**config.mk**
```make
export PLATFORM = sky130hd
export DESIGN_NAME = display_scan_ctrl
export DESIGN_NICKNAME = d
export VERILOG_FILES = /design/src/rtl/display_scan_ctrl.sv
export SDC_FILE = /design/constraint.sdc
export NUM_CORES = 1
export LEC_CHECK = 0
export CAP_MARGIN = 20
export CORE_MARGIN = 5
export CORE_UTILIZATION = 55
export CTS_CLUSTER_DIAMETER = 30
export DETAILED_ROUTE_END_ITERATION = 8
export DONT_BUFFER_PORTS = 1
export HOLD_SLACK_MARGIN = 0.1
export PLACE_DENSITY_LB_ADDON = 0.12
export SLEW_MARGIN = 20
export SYNTH_ARGS = -nofsm -noshare
export SYNTH_HDL_FRONTEND = slang
export SYNTH_SLANG_ARGS = --single-unit
```
**constraint.sdc**
```tcl
create_clock -name clk -period 2 [get_ports clk]
set_input_delay 0.3 -clock clk [delete_from_list [all_inputs] [get_ports clk]]
set_output_delay 0.3 -clock clk [all_outputs]
set_load 0.05 [all_outputs]
```
**src/rtl/display_scan_ctrl.sv**
```systemverilog
// Two-digit common-anode scan controller: time-multiplexes one hex decoder with blanking
// gaps, and commits load/ack handshaked values only at the frame boundary (SHOW1 -> BLANK1).
module display_scan_ctrl #(
  parameter int REFRESH_CYCLES = 20000,
  parameter int BLANK_CYCLES   = 400,
  parameter int CNT_W          = 16
) (
  input  logic       clk,
  input  logic       reset,
  input  logic       load,
  input  logic [3:0] d0,
  input  logic [3:0] d1,
  output logic [3:0] hex,
  output logic [1:0] an,
  output logic       ack
);

  typedef enum logic [1:0] {
    SHOW0  = 2'd0,
    BLANK0 = 2'd1,
    SHOW1  = 2'd2,
    BLANK1 = 2'd3
  } state_e;

  localparam logic [CNT_W-1:0] SHOW_LAST  = CNT_W'(REFRESH_CYCLES - 1);
  localparam logic [CNT_W-1:0] BLANK_LAST = CNT_W'(BLANK_CYCLES - 1);

  state_e           state_q, state_d;
  logic [CNT_W-1:0] cnt_q, cnt_d;
  logic [1:0]       an_q, an_d;
  logic [3:0]       hex_q, hex_d;
  logic [3:0]       act0_q, act0_d, act1_q, act1_d;
  logic [3:0]       pend0_q, pend0_d, pend1_q, pend1_d;
  logic             pend_q, pend_d;
  logic             ack_q, ack_d;
  logic             slot_last;
  logic             commit;

  always_ff @(posedge clk) begin
    if (reset) begin
      state_q <= BLANK1;
      cnt_q   <= '0;
      an_q    <= 2'b11;
      hex_q   <= 4'h0;
      act0_q  <= 4'h0;
      act1_q  <= 4'h0;
      pend0_q <= 4'h0;
      pend1_q <= 4'h0;
      pend_q  <= 1'b0;
      ack_q   <= 1'b0;
    end else begin
      state_q <= state_d;
      cnt_q   <= cnt_d;
      an_q    <= an_d;
      hex_q   <= hex_d;
      act0_q  <= act0_d;
      act1_q  <= act1_d;
      pend0_q <= pend0_d;
      pend1_q <= pend1_d;
      pend_q  <= pend_d;
      ack_q   <= ack_d;
    end
  end

  always_comb begin
    state_d = state_q;
    cnt_d   = cnt_q + CNT_W'(1);
    an_d    = an_q;
    hex_d   = hex_q;
    act0_d  = act0_q;
    act1_d  = act1_q;
    pend0_d = pend0_q;
    pend1_d = pend1_q;
    pend_d  = pend_q;
    ack_d   = 1'b0;

    if (state_q == SHOW0 || state_q == SHOW1) begin
      slot_last = (cnt_q == SHOW_LAST);
    end else begin
      slot_last = (cnt_q == BLANK_LAST);
    end
    commit = slot_last && (state_q == SHOW1) && pend_q;

    if (slot_last) begin
      cnt_d = '0;
      unique case (state_q)
        SHOW0:   state_d = BLANK0;
        BLANK0:  state_d = SHOW1;
        SHOW1:   state_d = BLANK1;
        default: state_d = SHOW0;
      endcase
    end

    // Anodes are registered alongside the state so they switch on the same edge.
    unique case (state_d)
      SHOW0:   an_d = 2'b10;
      SHOW1:   an_d = 2'b01;
      default: an_d = 2'b11;
    endcase

    // hex only moves when entering a blank slot, giving the decoder time to settle.
    if (slot_last && state_q == SHOW0) begin
      hex_d = act1_q;
    end
    if (slot_last && state_q == SHOW1) begin
      hex_d = commit ? pend0_q : act0_q;
    end

    if (commit) begin
      act0_d = pend0_q;
      act1_d = pend1_q;
      pend_d = 1'b0;
      ack_d  = 1'b1;
    end

    // A load coinciding with a commit becomes the next pending frame.
    if (load) begin
      pend0_d = d0;
      pend1_d = d1;
      pend_d  = 1'b1;
    end
  end

  assign hex = hex_q;
  assign an  = an_q;
  assign ack = ack_q;

endmodule
```
==> metrics.txt, run 1 <==
Synth top area share=between 40% and 50%; non-filler instance count after layout=around 280; CTS tree=built; internal power=between 1000 and 1500 uW; WHS Path Cells=2; final worst clock skew=between 15 and 20 ps; count leader, synth=dfxtp_1; cell row count=21; largest cells by area after synthesis=dfxtp_1, mux2i_1, nand2b_1; synth cell count leaders=dfxtp_1, nor3_1, nand2b_1; EDFF count, synth=0; crit-path cells=or3_1 > or4_4 > a211oi_4 > buf_12 > mux2i_1; Sw Pwr=roughly 330 uW; vias in the first global route=1666; crit path buf inv count=1; Initial DRT Pass Iterations=4; PwrDens=just over 700 mW/mm^2; gr ovfl total=0; port bufs=0; GPL Wtd Cong=about 0.87; post-synthesis adder-cell area fraction=around 1.9%; Synth Flop Type=dfxtp_1; VDD IR max=approximately 550 uV; post-synthesis compound-gate area fraction=about 5.8%; Worst R2R Path Depth=5; RSZ-0062 raised after global routing=no; DIE HEIGHT=slightly below 70 um; Ys Warns=0; nets@finish=250; via count=~1600; Clk network pwr share=between 40% and 50%; setup TNS after final layout=0 ps; core box area=about 0.0034 sq mm; Yosys cell types=30; worst hold slack=around 110 ps; pin count of the biggest net entering global routing=38; Pins Over Slew Limit=0; Die Wd=a little under 70 um; clk_lat worst skew=360 ps; Core Util, Final=69.32%; post-CTS setup buffer count=0; Final Instance Area=approximately 0.0023 sq mm; # IOs=18; WP depth=5; CP required=approximately 2300 ps; Worst Path Arrival=about 2100 ps; largest family of logic cells by synthesized area=simple AND/OR/NAND/NOR gates; Starting DRT DRC Count=63; Synth Area in XOR/XNOR=between 6 and 7%; Slew HR=~64%; Sink Count=42; clock period minus final worst setup slack=1848 ps; DRC viols=0; detailed placer's ending HPWL=between 2 and 3 mm; Yosys top cell by area=dfxtp_1; reg-to-reg startpoint=cnt_q[4]$_SDFF_PP0_; FF+latch count, synth=between 40 and 50; Starting Density=57.48%; crit path max fanout=8; Mapped Area=a little under 0.002 sq mm; Clock Pin Slew Worst Setup and Hold Paths=130 ps; post-route ant nets=0; first-pass GRT wire length=7.707 mm; n_diodes=0; syn nets=228; min-delay src=reset; Final Cycle Share=between 90 and 100%; mux contribution to synthesized area=around an eighth; Reg power frac=between 50% and 60%; antenna violations before repair=0; placed cell count=approximately 260; CP Capture Type=register; worst setup path start=cnt_q[4]$_SDFF_PP0_; WL final=between 4 and 5 mm; FMAX=0.5411 GHz; Synth Area in Simple Gates=25.82%; status=finished clean; Crit path max-delay family=simple AND/OR/NAND/NOR gates; CP startpoint kind=register; Logic pwr share=5.2%; ys async rst share=0%; max cap viols=0; slew at the pin with the worst max-slew slack=between 500 and 600 ps; Max clock buf depth=2; Vias/cell=around 5.6; Die ar.=roughly 0.0048 sq mm; Syn Area/Cell=a little over 9 sq um; Layout area overhead=20.62%; Fin. Hold Viols=0; H-tree depth=2; Routed WL per cell=between 15 and 20 um; Cell Area, Placed=roughly 0.0021 sq mm; Sw Ratio=around a fifth; Final setup viols=0; critical path's largest stage delay=480 ps; leakage=0.0008325 uW; layout cell share with drive strength beyond 1=12.24%; slowest CP cell=or4_4; min-delay worst type=input port to register; share of the yosys chip area belonging to registers=43.16%; cells after synthesis=around 210; Root Buffer=clkbuf_4; GRT Util Overall=between 10% and 20%; Crit Path Category=register to register; CTS Buf Count=5
## kinds of logic (layout without fill, tap and decap cells)
| kind of cell | after synthesis | in the layout |
|---|---|---|
| adder cells (fa/ha/maj) | 3 | 3 |
| AO/OA/AOI/OAI | 14 | 14 |
| AND/OR/NAND/NOR | 96 | 96 |
| XOR/XNOR | 15 | 15 |
| multiplexers | 24 | 24 |
| buffers and inverters | 20 | 43 |
| flip-flops | 42 | 42 |
## timing repair
action                                  CTS  global route
endpoints found under the setup margin    0            19
hold buffers                             15             1
hold endpoints to repair                 34             1
resized for setup                         0             2
## worst register-to-register path, delay by kind of cell, from the launching register on
family	cells	cell delay, ps
AO/OA/AOI/OAI	1	260
buffers and inverters	1	170
flip-flops	1	330
multiplexers	1	200
AND/OR/NAND/NOR	2	840
## sequential cells by signal, summed over array words and instances, names as in the netlist
register / cells
act1_q: 4
state_q: 2
an: 2
act0_q: 4
cnt_q: 16
pend_q: 1
pend1_q: 4
pend0_q: 4
hex: 4
ack: 1
## cells in the final DEF, fill, tap and decap left out, types with 2 or more instances in the layout
| master | n |
|---|---|
| dfxtp_1 | 42 |
| nor3_1 | 22 |
| nand2b_1 | 21 |
| mux2i_1 | 20 |
| nor2_1 | 20 |
| dlygate4sd3_1 | 15 |
| xnor2_1 | 12 |
| buf_4 | 12 |
| nand2_1 | 8 |
| nand3_1 | 7 |
| inv_1 | 6 |
| nor4_1 | 6 |
| nand4_1 | 5 |
| clkbuf_4 | 5 |
| mux2_2 | 4 |
| a21oi_1 | 4 |
| o32ai_1 | 4 |
| xor2_1 | 3 |
| ha_1 | 3 |
| nor3b_1 | 2 |
| bufinv_16 | 2 |
| buf_12 | 2 |
## layer usage
metal | vias up | share of wire (%) | routed length, um | GRT usage (%)
met2 | 39 | 49 | 2177 | 31.14
met5 | - | 0 | 0 | 0
met4 | 0 | 0.51 | 23 | 7.158
met1 | 764 | 45 | 2015 | 25.22
li1 | 791 | - | - | -
met3 | 2 | 5.7 | 253 | 6.812
## area by class of cell
type / instances / area [sq um]
Multi-Input combinational cell: 152 / 1037
Clock inverter: 2 / 60.06
Inverter: 6 / 22.52
Fill cell: 260 / 1040
Sequential cell: 42 / 840.8
Timing Repair Buffer: 29 / 280.3
Tap cell: 46 / 57.56
Clock buffer: 6 / 51.30
## per-stage QoR
step / power, uW / setup slack (ps)
6_report: 1657 / 151.9
5_1_grt: 1720 / 14.56
4_1_cts: 1666 / 3.908
3_5_place_dp: 927.1 / 67.50
3_3_place_gp: 923.5 / 151.3
2_1_floorplan: 935.4 / 52.47
## path summary, 6_finish.rpt
path / end / slack [ps]
worst max-delay path: act1_q[1]$_SDFFE_PP0P_ / 150
worst min-delay path: an[1]$_SDFF_PP1_ / 110
worst max register to register: act1_q[1]$_SDFFE_PP0P_ / 150
worst min register to register: act0_q[3]$_SDFF_PP0_ / 490
## power groups by stage
stage          registers [uW]  clock network [uW]  logic [uW]
2_1_floorplan             880                   0        55.9
3_3_place_gp              885                   0        38.9
3_5_place_dp              886                   0        41.6
4_1_cts                   867                 716        83.6
5_1_grt                   871                 754        94.8
6_report                  868                 704        85.4
Note: power is estimated with default switching activity, not from simulation.
==> run 2, diff against run 1 <==
- SLEW_MARGIN: 20 -> default
==> results of run 2 <==
Same layout as run 1: the final DEF is identical, and so are final timing and power.
==> run 3, diff against run 2 <==
--- a/config.mk
+++ b/config.mk
@@ -15,2 +15,3 @@
 export PLACE_DENSITY_LB_ADDON = 0.12
+export SLEW_MARGIN = 25
 export SYNTH_ARGS = -nofsm -noshare
==> constraint.sdc (replaced) <==
create_clock -name clk -period 2 [get_ports clk]
set_input_delay 0.6 -clock clk [delete_from_list [all_inputs] [get_ports clk]]
set_output_delay 0.6 -clock clk [all_outputs]
set_load 0.05 [all_outputs]
==> metrics.txt, run 3 (synthesized netlist as in run 1, its figures left out) <==
pre-CTS setup slack=~67 ps; cell row count=21; Cell Area, Placed=0.002061 sq mm; number of flip-flops in the largest register=16; status=finished clean; worst setup path start=cnt_q[4]$_SDFF_PP0_; vias in the first global route=between 1500 and 2000; most common cell after layout, fill and taps aside=dfxtp_1; Crit Path Category=register to register; Final Cycle Share=92.29%; Power, Total=about 1600 uW; Starting DRT DRC Count=75; WL final=between 4 and 5 mm; CP Capture Type=register; post-route ant nets=0; crit path capture=act1_q[1]$_SDFFE_PP0P_; Worst R2R Path Depth=5; Starting Density=about 57%; GPL Wtd Cong=roughly 0.87; final worst clock skew=14.92 ps; Clock Pin Slew Worst Setup and Hold Paths=about 130 ps; slew at the pin with the worst max-slew slack=roughly 530 ps; antenna violations before repair=0; # IOs=18; clock period minus final worst setup slack=approximately 1800 ps; Max clock buf depth=2; cts-stage hold buffer count=0; Reg2Reg Setup Slack=~150 ps; first-pass GRT wire length=between 7 and 8 mm; RSZ-0062 raised after global routing=no; max cap viols=0; Fin. Hold Viols=0; reg-to-reg startpoint=cnt_q[4]$_SDFF_PP0_; Final setup viols=0; Vias/cell=roughly 5.6; nets@finish=234; Die ar.=0.004832 sq mm; min-delay worst type=input port to register; crit path max fanout=8; via count=around 1500; commonest cells after routing, fill and taps aside=dfxtp_1, nor3_1, nand2b_1; setup ws final=roughly 150 ps; WHS Path Cells=1; CTS tree=built; Sink Count=42; Routed WL per cell=about 16 um; Final Instance Area=between 0.002 and 0.0025 sq mm; n_diodes=0; setup TNS after final layout=0 ps; end of the worst register-to-register path=act1_q[1]$_SDFFE_PP0P_; H-tree depth=2; FMAX=approximately 0.54 GHz; placed cell count=259; largest register by flop count=cnt_q; Initial DRT Pass Iterations=4; pin count of the biggest net entering global routing=59; GRT Util Overall=a little under a fifth; core box area=0.003390 sq mm; Pins Over Slew Limit=0; layout cell share with drive strength beyond 1=between 10% and 20%; detailed placer's ending HPWL=~2.8 mm; PwrDens=between 700 and 800 mW/mm^2; leakage=~0.00076 uW; DRC viols=0; clk_lat worst skew=around 370 ps; Slew HR=between 60% and 70%; VDD IR max=551.2 uV; Root Buffer=clkbuf_4; CP required=approximately 2300 ps; gr ovfl total=0; Layout area overhead=11.88%; CP startpoint kind=register; port bufs=0; non-filler instance count after layout=between 200 and 300; Die Wd=about 70 um; Worst Path Arrival=~2200 ps; DIE HEIGHT=slightly below 70 um; CTS Buf Count=5; post-CTS setup buffer count=0
==> run 3: changes by cell type in the layout (fill, tap and decap cells not counted), sizes merged <==
cell         delta
dlygate4sd3    -15
buf             -1
==> run 3: through the flow <==
stage | hold slack, ps | utilization, %
after CTS | 274.5 | 64.08
after global placement | 454.2 | 60.80
after global routing | 260.5 | 64.30
final | 284.2 | 64.30
after detailed placement | 467.5 | 60.80
after floorplan | 446.2 | -
==> run 3: worst min path at each step <==
stage                            from                 endpoint  slack [ps]
6_report                        reset  pend1_q[3]$_SDFFE_PP0P_         280
5_1_grt                         reset  pend1_q[3]$_SDFFE_PP0P_         260
4_1_cts                         reset  pend0_q[0]$_SDFFE_PP0P_         270
3_5_place_dp   act1_q[0]$_SDFFE_PP0P_   act1_q[0]$_SDFFE_PP0P_         470
3_3_place_gp     act0_q[1]$_SDFF_PP0_     act0_q[1]$_SDFF_PP0_         450
2_1_floorplan    act0_q[0]$_SDFF_PP0_     act0_q[0]$_SDFF_PP0_         450
==> run 3: timing repair <==
action                     in CTS  in global routing
gates resized for setup         0                  2
hold endpoints to repair        0                  0
setup endpoints to repair       0                 19
==> run 3: cell type report <==
| type | instances | area (sq um) |
|---|---|---|
| well taps | 46 | 57.56 |
| clock buffers | 6 | 51.30 |
| clock inverters | 2 | 60.06 |
| repair buffers | 13 | 110.1 |
| fillers | 283 | 1210 |
| multi-input cells | 152 | 1037 |
| inverters | 6 | 22.52 |
| flip-flops and latches | 42 | 840.8 |
==> run 3: metal layers <==
metal | GRT usage, % | routed length (um)
met1 | 24.18 | 1964
met3 | 6.087 | 217
met4 | 7.158 | 53
met2 | 27.33 | 1918
met5 | 0 | 0
==> run 3: report_power, final <==
group / leakage [uW] / internal, uW / switching (uW)
combinational: 0.000363 / 28.3 / 12.6
sequential: 0.000341 / 853 / 14.1
clock: 0.0000585 / 423 / 283
==> run 3: critical path: stages (launching register included) <==
cell,delay (ps)
dfxtp_1,330
or3_1,360
or4_4,480
a211oi_4,260
buf_12,170
mux2i_1,190
